### src/rtl/elevator_motion_ctrl.sv
// elevator_motion_ctrl
// Cabin motion controller running a SCAN (collective) policy. It moves the
// cabin one floor per MOVE_CYCLES clocks, stops where the pending request
// bitmaps ask for a stop, and holds the door open for DOOR_CYCLES clocks.
// The registered Floor output feeds back to the upstream floor-request selector.
//
// Ports:
//   clk        single clock, rising edge
//   reset      synchronous, active-high
//   Dest_up    pending up-destination bitmap (bit i = floor i)
//   Dest_down  pending down-destination bitmap
//   arrive     selector flag: stop requested at current Floor
//   Floor      registered current floor
//   dir_up     current/last travel direction, 1 = up
//   moving     1 while travelling up or down
//   door_open  1 while the door is open
//   busy       1 in any state except idle
module elevator_motion_ctrl #(
  parameter int unsigned n           = 20,
  parameter int unsigned MOVE_CYCLES = 8,
  parameter int unsigned DOOR_CYCLES = 16
) (
  input  logic         clk,
  input  logic         reset,
  input  logic [n-1:0] Dest_up,
  input  logic [n-1:0] Dest_down,
  input  logic         arrive,
  output logic [4:0]   Floor,
  output logic         dir_up,
  output logic         moving,
  output logic         door_open,
  output logic         busy
);

  localparam int unsigned MW = (MOVE_CYCLES > 1) ? $clog2(MOVE_CYCLES) : 1;
  localparam int unsigned DW = (DOOR_CYCLES > 1) ? $clog2(DOOR_CYCLES) : 1;
  localparam logic [MW-1:0] MOVE_LAST = MW'(MOVE_CYCLES - 1);
  localparam logic [DW-1:0] DOOR_LAST = DW'(DOOR_CYCLES - 1);
  localparam logic [4:0]    TOP_FLOOR = 5'(n - 1);

  typedef enum logic [1:0] {
    IDLE      = 2'd0,
    MOVE_UP   = 2'd1,
    MOVE_DOWN = 2'd2,
    DOOR      = 2'd3
  } state_t;

  state_t        state, state_nxt;
  logic [4:0]    floor_nxt;
  logic          dir_nxt;
  logic [MW-1:0] cnt, cnt_nxt;
  logic [DW-1:0] door_cnt, door_cnt_nxt;
  logic          check, check_nxt;   // first cycle at a freshly reached floor

  logic [n-1:0]  pending;
  logic          above, below, here, here_up, here_down;
  logic          stop_up, stop_down;
  logic          going_up;

  // Request summary relative to the current floor.
  always_comb begin
    pending   = Dest_up | Dest_down;
    above     = 1'b0;
    below     = 1'b0;
    here_up   = 1'b0;
    here_down = 1'b0;
    for (int i = 0; i < int'(n); i++) begin
      if (i > int'(Floor)) above = above | pending[i];
      if (i < int'(Floor)) below = below | pending[i];
      if (i == int'(Floor)) begin
        here_up   = Dest_up[i];
        here_down = Dest_down[i];
      end
    end
    here = here_up | here_down;
    // Opposite-direction calls are only taken when nothing lies further ahead.
    stop_up   = here_up   | arrive | (here_down & ~above);
    stop_down = here_down | arrive | (here_up   & ~below);
  end

  // Next-state and datapath decisions.
  always_comb begin
    state_nxt    = state;
    floor_nxt    = Floor;
    dir_nxt      = dir_up;
    cnt_nxt      = cnt;
    door_cnt_nxt = door_cnt;
    check_nxt    = 1'b0;
    going_up     = (state == MOVE_UP);
    case (state)
      IDLE: begin
        cnt_nxt      = '0;
        door_cnt_nxt = '0;
        if (arrive || here) begin
          state_nxt = DOOR;
        end else if (dir_up ? above : below) begin
          state_nxt = dir_up ? MOVE_UP : MOVE_DOWN;
        end else if (dir_up ? below : above) begin
          state_nxt = dir_up ? MOVE_DOWN : MOVE_UP;
          dir_nxt   = ~dir_up;
        end
      end
      MOVE_UP, MOVE_DOWN: begin
        if (check && (going_up ? stop_up : stop_down)) begin
          state_nxt    = DOOR;
          cnt_nxt      = '0;
          door_cnt_nxt = '0;
        end else if (check && (going_up ? (Floor == TOP_FLOOR || !above)
                                        : (Floor == 5'd0 || !below))) begin
          state_nxt = IDLE;
          cnt_nxt   = '0;
        end else if (cnt == MOVE_LAST) begin
          cnt_nxt = '0;
          // Guard the shaft ends even if the request picture changed mid-move.
          if (going_up ? (Floor == TOP_FLOOR) : (Floor == 5'd0)) begin
            state_nxt = IDLE;
          end else begin
            floor_nxt = going_up ? (Floor + 5'd1) : (Floor - 5'd1);
            check_nxt = 1'b1;
          end
        end else begin
          cnt_nxt = cnt + MW'(1);
        end
      end
      DOOR: begin
        if (door_cnt == DOOR_LAST) begin
          door_cnt_nxt = '0;
          cnt_nxt      = '0;
          if (dir_up ? above : below) begin
            state_nxt = dir_up ? MOVE_UP : MOVE_DOWN;
          end else if (dir_up ? below : above) begin
            state_nxt = dir_up ? MOVE_DOWN : MOVE_UP;
            dir_nxt   = ~dir_up;
          end else begin
            state_nxt = IDLE;
          end
        end else begin
          door_cnt_nxt = door_cnt + DW'(1);
        end
      end
      default: state_nxt = IDLE;
    endcase
  end

  // State, datapath and registered status outputs.
  always_ff @(posedge clk) begin
    if (reset) begin
      state     <= IDLE;
      Floor     <= 5'd0;
      dir_up    <= 1'b1;
      cnt       <= '0;
      door_cnt  <= '0;
      check     <= 1'b0;
      moving    <= 1'b0;
      door_open <= 1'b0;
      busy      <= 1'b0;
    end else begin
      state     <= state_nxt;
      Floor     <= floor_nxt;
      dir_up    <= dir_nxt;
      cnt       <= cnt_nxt;
      door_cnt  <= door_cnt_nxt;
      check     <= check_nxt;
      moving    <= (state_nxt == MOVE_UP) || (state_nxt == MOVE_DOWN);
      door_open <= (state_nxt == DOOR);
      busy      <= (state_nxt != IDLE);
    end
  end

endmodule

### config.mk
export PLATFORM = sky130hd
export DESIGN_NAME = elevator_motion_ctrl
export DESIGN_NICKNAME = d
export VERILOG_FILES = /design/src/rtl/elevator_motion_ctrl.sv
export SDC_FILE = /design/constraint.sdc
export NUM_CORES = 1
export LEC_CHECK = 0
export CORE_ASPECT_RATIO = 0.5
export CORE_MARGIN = 1
export CORE_UTILIZATION = 48
export DETAILED_ROUTE_END_ITERATION = 10
export GPL_ROUTABILITY_DRIVEN = 0
export HOLD_SLACK_MARGIN = 0.08
export PLACE_DENSITY = 0.78
export SYNTH_ARGS = -nofsm -noshare
export SYNTH_HDL_FRONTEND = slang
export SYNTH_SLANG_ARGS = --single-unit
export TNS_END_PERCENT = 1
### constraint.sdc
create_clock -name clk -period 3.85 [get_ports clk]
set_clock_uncertainty 0.1 [all_clocks]
set_input_delay 0.385 -clock clk [delete_from_list [all_inputs] [get_ports clk]]
set_output_delay 0.385 -clock clk [all_outputs]
set_load 0.05 [all_outputs]
---- Word-level counts from Yosys, hierarchy flattened ----
Index checks and enable logic that the tools add are counted.
W data, S select, Z words.
word-level totals
  flip-flop bits (word level) ............. 19
  output and inout bits ................... 9
  input port bits ......................... 43
  word-level logic and storage cells ...... 265
operators by class
  equal/unequal tests ..................... 31
  order comparisons ....................... 39
  reductions and logical operators ........ 17
  add/sub/neg operators ................... 4
  bitwise gates (word level) .............. 53
  muxes and demuxes ....................... 112
operator list
  kind                  number
  $mux W1               89
  $eq A5 B5 Y1 const A  12
  $or A1 B1 Y1          42
  $gt A4 B5 Y1 const A  8
  $lt A4 B5 Y1 const A  8
  $mux W2               12
  $eq A4 B5 Y1 const A  4
  $gt A3 B5 Y1 const A  4
  $gt A5 B5 Y1 const A  4
  $lt A3 B5 Y1 const A  4
  $lt A5 B5 Y1 const A  4
  $or A20 B20 Y20       1
  $mux W3               4
  $pmux W4 S3           1
  $eq A3 B5 Y1 const A  2
  $gt A2 B5 Y1 const A  2
  $logic_not A5 Y1      2
  $lt A1 B5 Y1 const A  2
  $lt A2 B5 Y1 const A  2
  $pmux W3 S3           1
  $eq A2 B2 Y1 const B  4
  $mux W4               2
  $not A1 Y1            8
  $ne A2 B2 Y1 const B  3
  other kinds (23)      31

---- Longest topological paths before layout ----
  depth in word-level cells ............... 49
  depth in mapped cells ................... 17
  depth with buffers taken out ............ 14

---- Least setup slack after synthesis ----
No wires, ideal clock.
  path kind ............................... register to register
  from .................................... reg Floor[1]
  to ...................................... reg moving
  slack ................................... -109 ps
  stages on the path, launching flop included .. 17
  data required time ...................... 3622 ps
  arrival time ............................ 3731 ps
  library setup time ...................... 128 ps
  cell sequence ........................... dfxtp_1 > clkbuf_1 > inv_1 > ha_1 > clkbuf_1 > clkbuf_1 > nand3b_1 > a21oi_1 > a2111oi_0 > o21ai_0 > o2111ai_1 > a311oi_1 > a311o_1 > a221o_1 > o21ai_0 > ha_1 > nor2b_1
between the ends
  longest elaborated chain between the ends .. 49
  elaborated cells on any way between the ends .. 212
  those cells by class .................... 39 x order compare; 22 x eq/ne; 95 x mux; 46 x bitwise; 10 x reduce/logical
ends and longest elaborated chain
  element                                                     line      text
  start: declaration                                          28        output logic [4:0] Floor,
  start signal: assignment                                    159       Floor <= floor_nxt;
  $lt A1 B5 Y1                                                69        if (i < int'(Floor)) below = below | pending[i];
  $mux W1                                                     69
  $or A1 B1 Y1                                                69
  $mux W1                                                     69
  $or A1 B1 Y1                                                69
  $mux W1                                                     69
  $or A1 B1 Y1                                                69
  $mux W1                                                     69
  [... 33 more ...]                                           --
  $and A1 B1 Y1 / $logic_or A1 B1 Y1 (equally long branches)  78, 109
  $or A1 B1 Y1 / $mux W1 (equally long branches)              78, 108
  $mux W1 / $logic_and A1 B1 Y1 (equally long branches)       104, 108
  $logic_and A1 B1 Y1 / $mux W2 (equally long branches)       104, 108
  $mux W2                                                     104       if (check && (going_up ? stop_up : stop_down)) begin
  $pmux W2 S3 *                                               90        case (state)
  $eq A2 B1 Y1 / $eq A2 B2 Y1 (equally long branches)         164       moving <= (state_nxt == MOVE_UP) || (state_nxt == MOVE_DOWN);
  $logic_or A1 B1 Y1 *                                        164
  end signal: assignment                                      164
  end: declaration                                            30        output logic moving,
Mark *: on every way between the ends. The rest lies on a longest branch, timed or not.
A chain may end at the register's enable or synchronous reset.

---- Worst setup path after layout ----
  from .................................... reg Floor[4]
  to ...................................... reg moving
Same word-level chain as after synthesis.

==> impl_metrics.csv <==
group,metric,value,unit
drt,ant_nets,0,
final_layout,antenna_cells,0,
floorplanning,die_h,53.5,µm
drt,drc_errors,0,
setup_path,cp-start-kind,"flip-flop",
worst_hold_path,whs_path_depth,2,
flow_run,maxCapViolations,0,
global_route,grt_usage,30.0,%
global_route,grt_pass1_vias,2814,
global_route,grt_first_pass_wirelength,13200,µm
floorplanning,core.rowCount,18,
pwr,p_seq_share,27.1,%
worst_hold_path,hp-start,"cnt[1]",
drt,drt_pass1_iterations,7,
floorplanning,die_area,5620,µm²
synth,synthesis.area,2550,µm²
placed_design,io_buffers,51,
final_layout,area_delta_synth_final,33.6,%
synth,ys_ff_latch,19,
pwr,intPower,551,µW
synth,synth_edf_count,0,
synth,syn_inst,363,
synth,synth_area_per_cell,7.02,µm²
global_route,grt_antenna_before_repair,0,
pwr,comb_power_share,57.9,%
pwr,cellLeakagePower,0.00135,µW
clocking,ctsRootBufferMaster,"clkbuf_8",
final_layout,num-fill-cells,427,
timing,clock.fmax,264,MHz
setup_path,crit_fanout,11,
placed_design,post-dp-hpwl,6480,µm
timing,maxSlewViolCount,0,
setup_path,r2r_slack,70,ps
synth,netlist-cell-type-count,70,
setup_path,worst-setup-path-type,"reg2reg",
synth,yosys-top-cells-area,"dfxtp_1, ha_1, nor2_1",
final_layout,fin_nets,489,
synth,synth_top_area_cell,"dfxtp_1",
timing,rsz0062_at_grt,"yes",
floorplanning,die_width,105,µm
floorplanning,start_util,50.7,%
setup_path,crit_path_cell_trace,"buf_4 > nand3b_1 > buf_4 > a21oi_1 > a2111oi_1 > buf_4 > o2111ai_2 > o2111ai_2 > a311oi_2 > a311o_1 > a221o_1 > o21ai_0 > ha_1 > nor2b_1",
worst_hold_path,hp-class,"reg2reg",
setup_path,rr_startpoint,"Floor[4]",
clocking,clk_pin_slew,70,ps
pwr,p_switching,394,µW
setup_path,cp_slowest_stage_delay,630,ps
synth,synth_top_cell_area_share,14.9,%
setup_path,rr_endpoint,"moving",
clocking,cts_buffers,3,
pwr,clock_power_share,15.0,%
drt,post_drt_wl_per_cell,17.1,µm
setup_path,crit_required,3880,ps
pwr,swShare,41.7,%
synth,synth_fp_nets,421,
drt,via_count,3228,
pwr,p_per_area,278,nW/µm²
timing,worst_pin_slew,639,ps
clocking,cts_tree,"built",
final_layout,fin_util,67.8,%
synth,yosys_warnings,0,
worst_hold_path,hold_path_end,"cnt[1]",
drt,drt_iter0_markers,264,
floorplanning,io_pins,52,
synth,ys_seq_area_share,14.9,%
clocking,htree_levels,1,
global_route,global_route.overflow_total,0,
synth,ys.flop_type,"dfxtp_1",
setup_path,r2r_cells,14,
synth,ys_async_sr_fraction,0,%
clocking,cts_buffer_depth,2,
global_route,grt_start_max_net_pins,22,
timing,min_period,3780,ps
setup_path,worst_setup_path_end_kind,"flip-flop",
timing,setup_viol,0,
timing,finalHoldViolCount,0,
floorplanning,core-area,5020,µm²
outcome,outcome,"finished, final reports clean",
pwr,ir_worst_vdd,0.000462,V
timing,finalCritPeriodShare,98.3,%
drt,vias_per_cell,6.46,
timing,maxSlewHeadroom,57.3,%
setup_path,crit_top_cell,"buf_4",
final_layout,drive_gt1_share,16.3,%
clocking,insertion_delay,260,ps
clocking,cts_hold_buf,0,
setup_path,crit_path_top_delay_cell,"dfxtp_1",
clocking,cts.sinks,19,
timing,holdWs,380,ps
setup_path,critPathArrivalTime,3810,ps
drt,wl,8530,µm
power by group through the flow:
stage / combinational [µW] / clock (µW) / sequential (µW)
floorplan: 301 / 0 / 302
global placement: 500 / 0 / 257
detailed placement: 518 / 0 / 258
CTS: 526 / 149 / 254
global route: 597 / 157 / 259
finish: 547 / 142 / 256
kinds of logic (layout without fill, tap and decap cells):
family	Yosys count	after routing	share of synthesized area [%]
compound gates	130	130	36.0
buf+inv	48	115	8.50
xor+xnor	1	1	0.344
fa+ha+maj	15	15	7.37
mux	8	8	3.29
flops	19	19	14.9
simple gates	142	142	29.6
synth_stat cells, drive strengths merged, types with 5 or more instances:
cell type and instances:
mux2i 5, nor2 46, nor3b 5, nor2b 9, nand2 20, and3 7, o22ai 9, a211oi 7
inv 22, o32ai 7, a21oi 33, clkbuf 12, a22oi 5, o21ai 20, dfxtp 19, nor3 11
nand3 10, nand2b 6, buf 12, ha 15
flip-flops by register name, indices dropped and copies added, names as in the netlist:
| register | flops |
|---|---|
| cnt | 3 |
| door_cnt | 4 |
| moving | 1 |
| dir_up | 1 |
| state | 2 |
| busy | 1 |
| door_open | 1 |
| Floor | 5 |
| check | 1 |
worst max path at each step:
stage / slack (ps) / start / depth (start not counted) / end
finish: 70 / Floor[4] / 14 / moving
detailed placement: -100 / Dest_up[18] / 12 / moving
global route: -40 / Floor[1] / 13 / moving
CTS: 20 / Floor[0] / 15 / moving
global placement: -30 / Dest_up[18] / 12 / moving
floorplan: 70 / Floor[1] / 15 / moving
critical path, delay by kind of cell (launching register included):
kind / cells / cell delay (ps)
AOI/OAI and AO/OA: 8 / 1720
adders and majority gates: 1 / 250
buffers and inverters: 3 / 620
DFF: 1 / 630
and+or+nand+nor: 2 / 320
layer usage:
metal  routed length [µm]  vias up  track usage, %
met5                    0        -               0
met4                  271        0            12.7
met3                  941       48            6.03
met2                 3750      215            51.3
met1                 3570     1467            37.8
li1                     -     1498               -
cell type report:
type	count	area, µm²	area share (%)
clock buffers	3	41.3	1.21
well taps	70	87.6	2.57
repair buffers	87	785	23.1
multi-input cells	296	2010	59.1
flip-flops and latches	19	384	11.3
inverters	24	90.1	2.65
clock inverters	1	5.00	0.147
through the flow:
stage	cell area [µm²]	setup slack, ps	instances	total power, µW	setup TNS, ps
finish	3400	65.2	500	944	0
global route	3400	-36.1	500	1010	-36.1
floorplan	2550	68.1	363	604	0
CTS	3340	15.7	500	929	0
global placement	3290	-34.3	496	757	-40.5
detailed placement	3290	-96.5	496	776	-132
timing repair:
action                     CTS  global route
gates resized for setup      0            14
buffers inserted             0             0
setup endpoints to repair    0             9
cell usage in the layout, fill, tap and decap left out, types with 11 or more instances in the layout:
cell             synthesis  final
clkdlybuf4s50_1          0     51
nor2_1                  46     46
buf_4                    1     35
a21oi_1                 33     33
inv_1                   22     22
nand2_1                 20     20
o21ai_0                 19     19
dfxtp_1                 19     16
ha_1                    15     13
nor3_1                  11     11
Power figures use the tool's default switching activity.
